<file path="src/rtl/p405s_icu_vb_ctrl_pkg.sv">
// Shared ICU valid-bit controller definitions.
// Holds the index width, way count, FSM encodings and a way-select helper.
package p405s_icu_vb_ctrl_pkg;

    localparam int IDX_W = 5;
    localparam int WAYS  = 2;
    localparam int VB_W  = 1 << IDX_W;

    typedef enum logic [1:0] {
        IDLE     = 2'd0,
        FLASH_WR = 2'd1,
        INV_WR   = 2'd2,
        FILL_WR  = 2'd3
    } vbState_e;

    // Single-way select to a [0:1] way mask (bit 0 = way A).
    function automatic logic [0:WAYS-1] wayToMask(input logic way);
        return {~way, way};
    endfunction

endpackage

</file>
<file path="src/rtl/p405s_icu_vb_ctrl_if.sv">
// Request/ack and debug bundle of the ICU valid-bit controller.
// master = requester/observer side, slave = controller side.
interface p405s_icu_vb_ctrl_if;
    import p405s_icu_vb_ctrl_pkg::*;

    logic                    fillReq;
    logic [4:4+IDX_W-1]      fillIndex;
    logic                    fillWay;
    logic                    fillAck;
    logic                    invReq;
    logic [4:4+IDX_W-1]      invIndex;
    logic [0:WAYS-1]         invWayMask;
    logic                    invAck;
    logic                    flashReq;
    logic                    flashDone;
    logic [4:4+IDX_W-1]      lkIndex;
    logic [0:WAYS-1]         lkVb;
    logic                    busy;
    logic [0:VB_W-1]         vbA;
    logic [0:VB_W-1]         vbB;

    modport master (
        output fillReq, fillIndex, fillWay,
        output invReq, invIndex, invWayMask,
        output flashReq, lkIndex,
        input  fillAck, invAck, flashDone,
        input  lkVb, busy, vbA, vbB
    );

    modport slave (
        input  fillReq, fillIndex, fillWay,
        input  invReq, invIndex, invWayMask,
        input  flashReq, lkIndex,
        output fillAck, invAck, flashDone,
        output lkVb, busy, vbA, vbB
    );

endinterface

</file>
<file path="src/rtl/p405s_icu_vb_ctrl_newVbGen.sv">
// Next-value generator for one way's valid array.
// Ports: feedbackVb (current array), wrFlash, vbWrIndex, newVbBit -> newVb.
module p405s_icu_newVbGen
    import p405s_icu_vb_ctrl_pkg::*;
(
    input  logic [0:VB_W-1]     feedbackVb,
    input  logic                wrFlash,
    input  logic [4:4+IDX_W-1]  vbWrIndex,
    input  logic                newVbBit,
    output logic [0:VB_W-1]     newVb
);

    always_comb begin
        newVb = feedbackVb;
        if (wrFlash) begin
            newVb = '0;
        end else begin
            newVb[vbWrIndex] = newVbBit;
        end
    end

endmodule

</file>
<file path="src/rtl/p405s_icu_vb_ctrl.sv">
// ICU valid-bit controller: serialises fill, icbi and iccci writes.
// Ports: CB, resetN (sync, active-low), bus (slave side of the ICU bundle).
module p405s_icu_vb_ctrl
    import p405s_icu_vb_ctrl_pkg::*;
(
    input  logic                 CB,
    input  logic                 resetN,
    p405s_icu_vb_ctrl_if.slave   bus
);

    vbState_e              state;
    vbState_e              stateNxt;
    logic                  flashPend;
    logic                  flashPendNxt;
    logic [4:4+IDX_W-1]    holdIndex;
    logic [4:4+IDX_W-1]    holdIndexNxt;
    logic [0:WAYS-1]       holdMask;
    logic [0:WAYS-1]       holdMaskNxt;
    logic                  holdFill;
    logic                  holdFillNxt;
    logic                  fillAcc;
    logic                  invAcc;

    logic [0:VB_W-1]       vb    [0:WAYS-1];
    logic [0:VB_W-1]       newVb [0:WAYS-1];
    logic [0:WAYS-1]       wayWr;

    // Arbitration and next state; requests are only taken in IDLE.
    always_comb begin
        stateNxt     = state;
        flashPendNxt = flashPend;
        holdIndexNxt = holdIndex;
        holdMaskNxt  = holdMask;
        holdFillNxt  = holdFill;
        fillAcc      = 1'b0;
        invAcc       = 1'b0;
        unique case (state)
            IDLE: begin
                if (bus.flashReq || flashPend) begin
                    stateNxt     = FLASH_WR;
                    flashPendNxt = 1'b0;
                end else if (bus.invReq) begin
                    stateNxt     = INV_WR;
                    invAcc       = 1'b1;
                    holdIndexNxt = bus.invIndex;
                    holdMaskNxt  = bus.invWayMask;
                    holdFillNxt  = 1'b0;
                end else if (bus.fillReq) begin
                    stateNxt     = FILL_WR;
                    fillAcc      = 1'b1;
                    holdIndexNxt = bus.fillIndex;
                    holdMaskNxt  = wayToMask(bus.fillWay);
                    holdFillNxt  = 1'b1;
                end
            end
            default: begin
                // Every WR state is a single cycle; flashes seen meanwhile
                // collapse into one pending flash.
                stateNxt = IDLE;
                if (bus.flashReq) begin
                    flashPendNxt = 1'b1;
                end
            end
        endcase
    end

    always_ff @(posedge CB) begin
        if (!resetN) begin
            state     <= IDLE;
            flashPend <= 1'b0;
            holdIndex <= '0;
            holdMask  <= '0;
            holdFill  <= 1'b0;
        end else begin
            state     <= stateNxt;
            flashPend <= flashPendNxt;
            holdIndex <= holdIndexNxt;
            holdMask  <= holdMaskNxt;
            holdFill  <= holdFillNxt;
        end
    end

    for (genvar w = 0; w < WAYS; w++) begin : gWay
        assign wayWr[w] = (state == FLASH_WR) ||
                          (((state == INV_WR) || (state == FILL_WR)) &&
                           holdMask[w]);

        p405s_icu_newVbGen uGen (
            .feedbackVb (vb[w]),
            .wrFlash    (state == FLASH_WR),
            .vbWrIndex  (holdIndex),
            .newVbBit   (holdFill),
            .newVb      (newVb[w])
        );

        always_ff @(posedge CB) begin
            if (!resetN) begin
                vb[w] <= '0;
            end else if (wayWr[w]) begin
                vb[w] <= newVb[w];
            end
        end
    end

    // Pulses are masked while reset is held so nothing leaks out of reset.
    assign bus.fillAck   = fillAcc && resetN;
    assign bus.invAck    = invAcc && resetN;
    assign bus.flashDone = (state == FLASH_WR) && resetN;
    assign bus.busy      = (state != IDLE) || flashPend;
    assign bus.vbA       = vb[0];
    assign bus.vbB       = vb[1];
    assign bus.lkVb      = {vb[0][bus.lkIndex], vb[1][bus.lkIndex]};

endmodule

</file>
<file path="src/flat_wrapper.sv">
// flat-port wrapper written by rule: the top's interface ports become plain ports
module p405s_icu_vb_ctrl_flat import p405s_icu_vb_ctrl_pkg::*;
  (CB, resetN, bus_fillReq, bus_fillIndex, bus_fillWay, bus_invReq, bus_invIndex, bus_invWayMask, bus_flashReq, bus_lkIndex, bus_fillAck, bus_invAck, bus_flashDone, bus_lkVb, bus_busy, bus_vbA, bus_vbB);
  p405s_icu_vb_ctrl_if bus_i ();
  input  logic CB;
  input  logic resetN;
  input wire logic [$bits(bus_i.fillReq)-1:0] bus_fillReq;
  input wire logic [$bits(bus_i.fillIndex)-1:0] bus_fillIndex;
  input wire logic [$bits(bus_i.fillWay)-1:0] bus_fillWay;
  input wire logic [$bits(bus_i.invReq)-1:0] bus_invReq;
  input wire logic [$bits(bus_i.invIndex)-1:0] bus_invIndex;
  input wire logic [$bits(bus_i.invWayMask)-1:0] bus_invWayMask;
  input wire logic [$bits(bus_i.flashReq)-1:0] bus_flashReq;
  input wire logic [$bits(bus_i.lkIndex)-1:0] bus_lkIndex;
  output wire logic [$bits(bus_i.fillAck)-1:0] bus_fillAck;
  output wire logic [$bits(bus_i.invAck)-1:0] bus_invAck;
  output wire logic [$bits(bus_i.flashDone)-1:0] bus_flashDone;
  output wire logic [$bits(bus_i.lkVb)-1:0] bus_lkVb;
  output wire logic [$bits(bus_i.busy)-1:0] bus_busy;
  output wire logic [$bits(bus_i.vbA)-1:0] bus_vbA;
  output wire logic [$bits(bus_i.vbB)-1:0] bus_vbB;
  assign bus_i.fillReq = bus_fillReq;
  assign bus_i.fillIndex = bus_fillIndex;
  assign bus_i.fillWay = bus_fillWay;
  assign bus_i.invReq = bus_invReq;
  assign bus_i.invIndex = bus_invIndex;
  assign bus_i.invWayMask = bus_invWayMask;
  assign bus_i.flashReq = bus_flashReq;
  assign bus_i.lkIndex = bus_lkIndex;
  assign bus_fillAck = bus_i.fillAck;
  assign bus_invAck = bus_i.invAck;
  assign bus_flashDone = bus_i.flashDone;
  assign bus_lkVb = bus_i.lkVb;
  assign bus_busy = bus_i.busy;
  assign bus_vbA = bus_i.vbA;
  assign bus_vbB = bus_i.vbB;
  p405s_icu_vb_ctrl u_core (.CB(CB), .resetN(resetN), .bus(bus_i));
endmodule
</file>
<file path="config.mk">
export PLATFORM = sky130hd
export DESIGN_NAME = p405s_icu_vb_ctrl_flat
export DESIGN_NICKNAME = d
export VERILOG_FILES = /design/src/rtl/p405s_icu_vb_ctrl_pkg.sv /design/src/rtl/p405s_icu_vb_ctrl_if.sv /design/src/rtl/p405s_icu_vb_ctrl_newVbGen.sv /design/src/rtl/p405s_icu_vb_ctrl.sv /design/src/flat_wrapper.sv
export SDC_FILE = /design/constraint.sdc
export NUM_CORES = 1
export LEC_CHECK = 0
export BUFFER_PORTS_ARGS = -buffer_cell sky130_fd_sc_hd__buf_2
export CORE_MARGIN = 4
export CORE_UTILIZATION = 41
export CTS_CLUSTER_DIAMETER = 120
export CTS_CLUSTER_SIZE = 20
export DETAILED_ROUTE_END_ITERATION = 10
export SETUP_SLACK_MARGIN = 0.5
export SKIP_CTS_REPAIR_TIMING = 1
export SYNTH_ARGS = -nofsm -noshare
export SYNTH_HDL_FRONTEND = slang
export SYNTH_SLANG_ARGS = --single-unit
</file>
<file path="constraint.sdc">
create_clock -name CB -period 2.3 [get_ports CB]
set_input_delay 0.115 -clock CB [delete_from_list [all_inputs] [get_ports CB]]
set_output_delay 0.115 -clock CB [all_outputs]
set_load 0.02 [all_outputs]
</file>
==> results of run 1 <==
-- worst register-to-register path: cells and delay by family (launching register included) --
family | cells | cell delay (ns)
AOI/OAI and AO/OA | 2 | 0.30
and+or+nand+nor | 1 | 0.56
DFF | 1 | 0.48
-- synthesized netlist by cell type, drive strengths merged --
cell,count,area share [%]
a21oi,69,8.3
o21ai,66,7.9
edfxtp,64,46
mux2i,36,8.6
nand3,36,4.3
clkbuf,23,2.1
nand2,18,1.6
a22oi,14,2.5
buf,13,2.9
dfxtp,11,5.3
nor2,10,0.90
o211a,6,1.4
nor2b,4,0.60
nor3b,4,0.96
and2,3,0.45
inv,3,0.27
o22ai,3,0.45
a21o,2,0.36
a31oi,2,0.30
and3b,2,0.42
and4b,2,0.48
nand2b,2,0.30
nand3b,2,0.36
nand4b,2,0.42
nor3,2,0.36
o311ai,2,0.42
or2,2,0.30
or3,2,0.30
or3b,2,0.42
and3,1,0.15
nor4,1,0.51
o21a,1,0.36
-- cells in the final DEF, fill, tap and decap left out, types with 3 or more instances in the layout --
cell        n
a22oi_1    14
inv_1       3
nor2b_1     3
dfxtp_1     8
o211a_1     6
dfxtp_2     3
nor2_1      9
bufinv_16   3
edfxtp_1   64
nand2_1    18
buf_4       8
mux2i_1    36
nand3_1    36
a21oi_1    69
o22ai_1     3
clkbuf_8    9
and2_1      3
buf_2      92
o21ai_0    64
-- layer usage --
layer	vias up	track usage [%]	share of wire [%]
met3	9	5.861	9.6
met2	163	33.29	48
met5	-	0	0
met4	0	6.763	0.81
li1	1711	-	-
met1	1701	27.85	42
-- power by group through the flow --
| stage | logic, W | clock network (W) | registers [W] |
|---|---|---|---|
| 6_report | 0.000656 | 0.00122 | 0.00169 |
| 5_1_grt | 0.000711 | 0.00128 | 0.00171 |
| 4_1_cts | 0.000654 | 0.00123 | 0.00169 |
| 3_5_place_dp | 0.000652 | 0 | 0.00172 |
| 3_3_place_gp | 0.000649 | 0 | 0.00171 |
| 2_1_floorplan | 0.000349 | 0 | 0.00179 |
-- final timing paths --
check	slack, ns	end	startpoint	cells past startpoint
worst max register to register	0.70	u_core.vb[1][27]	u_core.holdIndex[6]	3
worst min-delay path	0.04	u_core.state[1]	bus_fillReq	3
worst max-delay path	0.40	bus_lkVb[1]	u_core.vb[0][21]	6
worst min register to register	0.49	u_core.holdFill	u_core.holdFill	2
-- final cells by class --
cell class	count	area (um^2)	area share (%)
Sequential cell	75	2146	43.58
Multi-Input combinational cell	296	1828	37.13
Timing Repair Buffer	101	540.5	10.98
Tap cell	133	166.4	3.380
Clock buffer	10	127.6	2.592
Clock inverter	6	103.9	2.109
Inverter	3	11.26	0.2287
-- through the flow --
stage | instance area [um^2] | hold WS [ns]
after CTS | 4908 | 0.03848
after global routing | 4923 | 0.07400
after global placement | 4677 | 0.3958
after detailed placement | 4677 | 0.4029
final | 4923 | 0.04276
after floorplan | 4179 | 0.2396
-- registers in the layout, summed over array words and instances (netlist names) --
signal / cells
u_core.state: 2
u_core.holdFill: 1
u_core.holdMask: 2
u_core.vb: 64
u_core.flashPend: 1
u_core.holdIndex: 5
-- logic make-up after synthesis --
| group | Yosys count | synth area share [%] |
|---|---|---|
| multiplexers | 36 | 8.623 |
| flip-flops | 75 | 51.26 |
| buffers and inverters | 39 | 5.269 |
| AND/OR/NAND/NOR | 95 | 12.84 |
| AO/OA/AOI/OAI | 165 | 22.01 |
==> impl_results.md, run 1 <==
- Status: complete, no violations
- Clk root buf: clkbuf_8
- Clock Tree Buf Depth: 2
- Worst slew margin: 50.07%
- CTS H-tree lvls: 3
- Worst Slack Setup Final: 0.3958 ns
- Cells after synthesis: approximately 400
- Peak supply drop: 0.3470 mV
- CTS tree: built
- Final layout net count: 509
- CORE AREA: 9864 um^2
- Cell area after synthesis: around 4200 um^2
- Num CTS Buffers: 9
- # setup viols final: 0
- CP bufs+invs: 1
- Placement Setup Slack: ~0.3 ns
- Tcrit/Tclk final: 82.79%
- # port buffers: 92
- Antenna Violating Nets Remaining: 0
- # clock sinks: 75
- Wire per inst: ~20 um
- Die Wd: 109.0 um
- Die area: 11870 um^2
- First-pass GRT wire length: between 15 and 20 mm
- Critical path's slowest cell: edfxtp_1
- Residual DRC: 0
- Leak pwr: 1.977 nW
- Fraction of layout cells with a size suffix above 1: 26.07%
- Crit path max fanout: 3
- CP Class: flip-flop to primary output
- Hold Path Class: input port to flip-flop
- Yosys reg bits: 75
- 1st-iter DRT viols: roughly 320
- Die Span Y: 109.0 um
- Worst EP required: 2.18 ns
- Clk_lat worst skew: 0.35 ns
- Total number of yosys warnings: 0
- Worst-margin pin slew: 0.7474 ns
- Largest net degree at the start of global routing: 33
- Post-synthesis sequential area ratio: roughly 51%
- Drt pass-1 iters: 4
- Maximum clock rate: 525.2 MHz
- Final Hold Fails: 0
- Area Overhead vs Synth: 17.81%
- Max-cap violation count: 0
- NetSw: about 0.0011 W
- GRT overflow: 0
- Fin crit period: about 1.9 ns
- Max stage delay on crit path: approximately 0.42 ns
- CP top delay family: compound AO/OA/AOI/OAI gates
- Vias: 3584
- Antenna violations before repair: 0
- Placed Cells: 608
- Layout Cells excl Fill: 624
- Pins Over Slew Limit: 0
- PwrDens: around 720 nW/um^2
- Worst-path cell chain: mux2i_1 > a22oi_1 > and4b_1 > a31oi_2 > o311ai_1 > buf_2
- Pwr Total: 0.003563 W
- RSZ-0062 raised after global routing: yes
- Final core utilization: 49.91%
- Post-Route WL: 12.24 mm
- Startpoint Class: flip-flop
- CTS clk-pin slew, worst paths: 0.08 ns
- Worst clock skew: 0.008169 ns
- Num rows: 36
- Switching share of total power: 29.50%
- Post-DP HPWL: 8.299 mm
- Combinational Power Share: 18.4%
- Clock power share: about a third
- RePlAce Congestion: roughly 0.84
- P_int: 0.002512 W
- Portion of total power attributed to sequential cells: roughly 48%
- Crit. End Element: primary output
- Vias in the first global route: 3421
- Critical path data arrival time: 1.79 ns
- Via/cell ratio: ~5.7
- Antenna fix cells: 0
- Setup_tns: 0 ns
- Synth Net Count: 433
- Fillers: 906
- Initial Util: a little over two fifths
- Average footprint of a synthesized cell: 10.19 um^2
- Gr usage total: 21.01%
- I/O pins: a little over 90
- Synth cell types: 42
No activity file was read; power rests on OpenSTA's default activity.
==> inputs of run 2 (changes only) <==
--- a/config.mk
+++ b/config.mk
@@ -5,12 +5,14 @@
 export SDC_FILE = /design/constraint.sdc
 export NUM_CORES = 1
 export LEC_CHECK = 0
+export ABC_AREA = 1
 export BUFFER_PORTS_ARGS = -buffer_cell sky130_fd_sc_hd__buf_2
 export CORE_MARGIN = 4
 export CORE_UTILIZATION = 41
 export CTS_CLUSTER_DIAMETER = 120
 export CTS_CLUSTER_SIZE = 20
 export DETAILED_ROUTE_END_ITERATION = 10
+export PLACE_DENSITY = 0.65
 export SETUP_SLACK_MARGIN = 0.5
 export SKIP_CTS_REPAIR_TIMING = 1
 export SYNTH_ARGS = -nofsm -noshare
==> constraint.sdc (replaced) <==
create_clock -name CB -period 1.6 [get_ports CB]
set_input_delay 0.08 -clock CB [delete_from_list [all_inputs] [get_ports CB]]
set_output_delay 0.08 -clock CB [all_outputs]
set_load 0.02 [all_outputs]
==> run 2 against run 1 <==
The run now ends with hold timing, setup timing left. Flip-flop and latch count unchanged. Count of clock-buffer cells in the layout increased by 3. Critical path depth increased by 3. Die area increased by 1.2%. Core utilization increased by 16 points. Routed wire length increased by 23%. Final area increased by 33%. Power increased by 54%. Hold slack got worse by 0.069 ns. Via count increased by 24%. Global-route usage decreased by 0.19 points. Sequential share of layout area decreased by 11 points.
==> impl_results.md, run 2 <==
- Status: finished, violations left (was complete, no violations)
- Failing checks: hold timing, setup timing
- # clock sinks: 75 (unchanged)
- Worst slew margin: 73.89% (was 50.07%)
- Initial Util: 42.74% (was 42.36%)
- Synth Net Count: 570 (was 433)
- Pins Over Slew Limit: 0 (unchanged)
- Die area: 12020 um^2 (was 11870 um^2)
- CORE AREA: 9910 um^2 (was 9864 um^2)
- Area contributors post-synth: edfxtp_1, nand2_1, a21oi_1 (was edfxtp_1, mux2i_1, a21oi_1)
- Via/cell ratio: 5.420 (was 5.744)
- Leak pwr: 2.550 nW (was 1.977 nW)
- Placement Setup Slack: 0.2221 ns (was 0.3013 ns)
- Antenna fix cells: 0 (unchanged)
- Primary FF master, synth: edfxtp_1 (unchanged)
- Max-cap violation count: 0 (unchanged)
- Hold Path Class: input port to flip-flop (unchanged)
- Max stage delay on crit path: 0.48 ns (was 0.42 ns)
- Leading area contributor after synthesis: edfxtp_1 (unchanged)
- Number of synthesized flops with an enable pin: 64 (unchanged)
- Average footprint of a synthesized cell: 7.743 um^2 (was 10.19 um^2)
- Max FFs per register: 64 (unchanged)
- Critical path data arrival time: 1.56 ns (was 1.79 ns)
- I/O pins: 93 (unchanged)
- Cell area after synthesis: 4235 um^2 (was 4179 um^2)
- Commonest cells after routing, fill and taps aside: nand2_1, buf_2, nand2_2, edfxtp_1, nand3_1 (was buf_2, a21oi_1, o21ai_0, edfxtp_1)
- GRT overflow: 0 (unchanged)
- First-pass GRT wire length: 18.99 mm (was 19.04 mm)
- Antenna violations before repair: 0 (unchanged)
- PwrDens: 838.1 nW/um^2 (was 723.6 nW/um^2)
- Clock Tree Buf Depth: 2 (unchanged)
- Final Hold Fails: 2 (was 0)
- RePlAce Congestion: 0.8609 (was 0.8407)
- Largest register by flop count: u_core.vb (unchanged)
- Largest net degree at the start of global routing: 33 (unchanged)
- Worst hold slack: -0.02602 ns (was 0.04276 ns)
- Crit path max fanout: 3 (unchanged)
- Post-synthesis sequential area ratio: 50.58% (was 51.26%)
- CTS clk-pin slew, worst paths: 0.08 ns (about the same)
- Yosys top cell area share: 45.38% (was 45.99%)
- Gr usage total: 20.83% (was 21.01%)
- CP bufs+invs: 1 (unchanged)
- # setup viols final: 2 (was 0)
- Maximum clock rate: slightly above 600 MHz
- Clk root buf: clkbuf_8 (unchanged)
- # port buffers: 92 (unchanged)
- CP Class: flip-flop to primary output (unchanged)
- Critical path's slowest cell: edfxtp_1 (unchanged)
- RSZ-0062 raised after global routing: yes (unchanged)
- Num CTS Buffers: 9 (unchanged)
- Post-DP HPWL: 8.254 mm (was 8.299 mm)
- Antenna Violating Nets Remaining: 0 (unchanged)
- CP top delay family: simple AND/OR/NAND/NOR gates (was compound AO/OA/AOI/OAI gates)
- CP dominant cell by count: nand2_1
- CTS H-tree lvls: 3 (unchanged)
- Area Overhead vs Synth: 54.98% (was 17.81%)
- Clk_lat worst skew: 0.35 ns (about the same)
- Synth cell types: 25 (was 42)
- Worst EP required: 1.52 ns (was 2.18 ns)
- Cells after synthesis: 547 (was 410)
- Peak supply drop: 0.4295 mV (was 0.3470 mV)
- 1st-iter DRT viols: 381 (was 315)
- Final layout net count: 708 (was 509)
- Die Wd: 109.6 um (was 109.0 um)
- Vias in the first global route: 3729 (was 3421)
- Setup_tns: -0.07300 ns (was 0 ns)
- Area taken by multi-input logic gates: 2511 um^2 (was 1828 um^2)
- Ys async rst share: 0% (unchanged)
- Die Span Y: 109.6 um (was 109.0 um)
- Worst Slack Setup Final: -0.03870 ns (was 0.3958 ns)
- Startpoint Class: flip-flop (unchanged)
- Synth top cells by count: nand2_1, a21oi_1, edfxtp_1 (was a21oi_1, edfxtp_1, o21ai_0)
- Fraction of layout cells with a size suffix above 1: 55.80% (was 26.07%)
- Worst-margin pin slew: 0.3916 ns (was 0.7474 ns)
- Residual DRC: 0 (unchanged)
- Worst clock skew: 0.01148 ns (was 0.008169 ns)
- Tcrit/Tclk final: 102.4%
- Drt pass-1 iters: 5 (was 4)
- Storage cell area: 2166 um^2 (was 2146 um^2)
- Post-Route WL: 15.09 mm (was 12.24 mm)
- Vias: 4461 (was 3584)
- Total number of yosys warnings: 0 (unchanged)
- Fillers: 789 (was 906)
- CTS tree: built (unchanged)
- Crit. End Element: primary output (unchanged)
- Wire per inst: 18.33 um (was 19.61 um)
- Yosys reg bits: 75 (unchanged)
- Num rows: 36 (unchanged)
- Biggest regs: u_core.vb (64), u_core.holdIndex (5) (unchanged)
- Commonest non-fill, non-tap cell in the layout: nand2_1 (was buf_2)
- Worst-path cell chain: nand2_1 > nand3_1 > nand3_1 > nand2_1 > nand2_1 > nand2_1 > nand2_1 > nand2_2 > buf_6 (was mux2i_1 > a22oi_1 > and4b_1 > a31oi_2 > o311ai_1 > buf_2)
- Count leader, synth: nand2_1 (was a21oi_1)
- Fin crit period: 1.639 ns
## run 2: cell types whose count changed after synthesis, sizes merged, moves of 16 or more
cell | before | now
mux2i | 36 | 0
clkbuf | 23 | 7
o21ai | 66 | 8
nor2 | 10 | 46
nand3 | 36 | 54
nand2 | 18 | 210
inv | 3 | 51
## run 2: path summary, 6_finish.rpt
path	depth (start not counted)	slack [ns]	startpoint	end
setup / recovery	9	-0.04	u_core.vb[0][13]	bus_lkVb[1]
hold / removal	3	-0.03	bus_invIndex[1]	u_core.holdIndex[7]
setup reg to reg	5	0.06	u_core.state[1]	u_core.vb[1][24]
hold reg to reg	3	0.54	u_core.state[1]	u_core.state[0]
## run 2: report_power, final
| part | internal (W) | switching [W] |
|---|---|---|
| Clock | 0.000759 | 0.000719 |
| Combinational | 0.000612 | 0.000926 |
| Sequential | 0.00229 | 0.000198 |
| Total | 0.00366 | 0.00184 |
## run 2: layout make-up
cell class	instances	share of cell area (%)
Timing Repair Buffer	150	19.77
Sequential cell	75	33.00
Tap cell	133	2.535
Multi-Input combinational cell	397	38.26
Clock buffer	13	2.268
Clock inverter	3	0.5909
Inverter	52	3.584
## run 2: cells by family after synthesis
group	Yosys count	synth area share, %
buf+inv	76	8.686
flops	75	50.58
compound gates	84	10.28
simple gates	312	30.46
## run 2: metal layers
| layer | GRT usage [%] | vias up | part of all wire [%] |
|---|---|---|---|
| li1 | - | 2082 | - |
| met2 | 34.70 | 204 | 50 |
| met4 | 7.213 | 0 | 2.3 |
| met3 | 3.523 | 33 | 8.2 |
| met5 | 0 | - | 0 |
| met1 | 27.44 | 2142 | 39 |
## run 2: worst min-delay path: cells and delay by family
kind / cells / cell delay [ns]
buffers and inverters: 1 / 0.09
AO/OA/AOI/OAI: 1 / 0.07
AND/OR/NAND/NOR: 1 / 0.05
## run 2: per-stage QoR
stage,utilization [%],cells,cell area (um^2),total power (W)
after floorplan,-,547,4294,0.003079
after global placement,49.13,756,4868,0.003401
after detailed placement,49.13,756,4868,0.003417
after CTS,51.02,772,5056,0.004846
after global routing,66.24,823,6564,0.005711
final,66.24,823,6564,0.005501
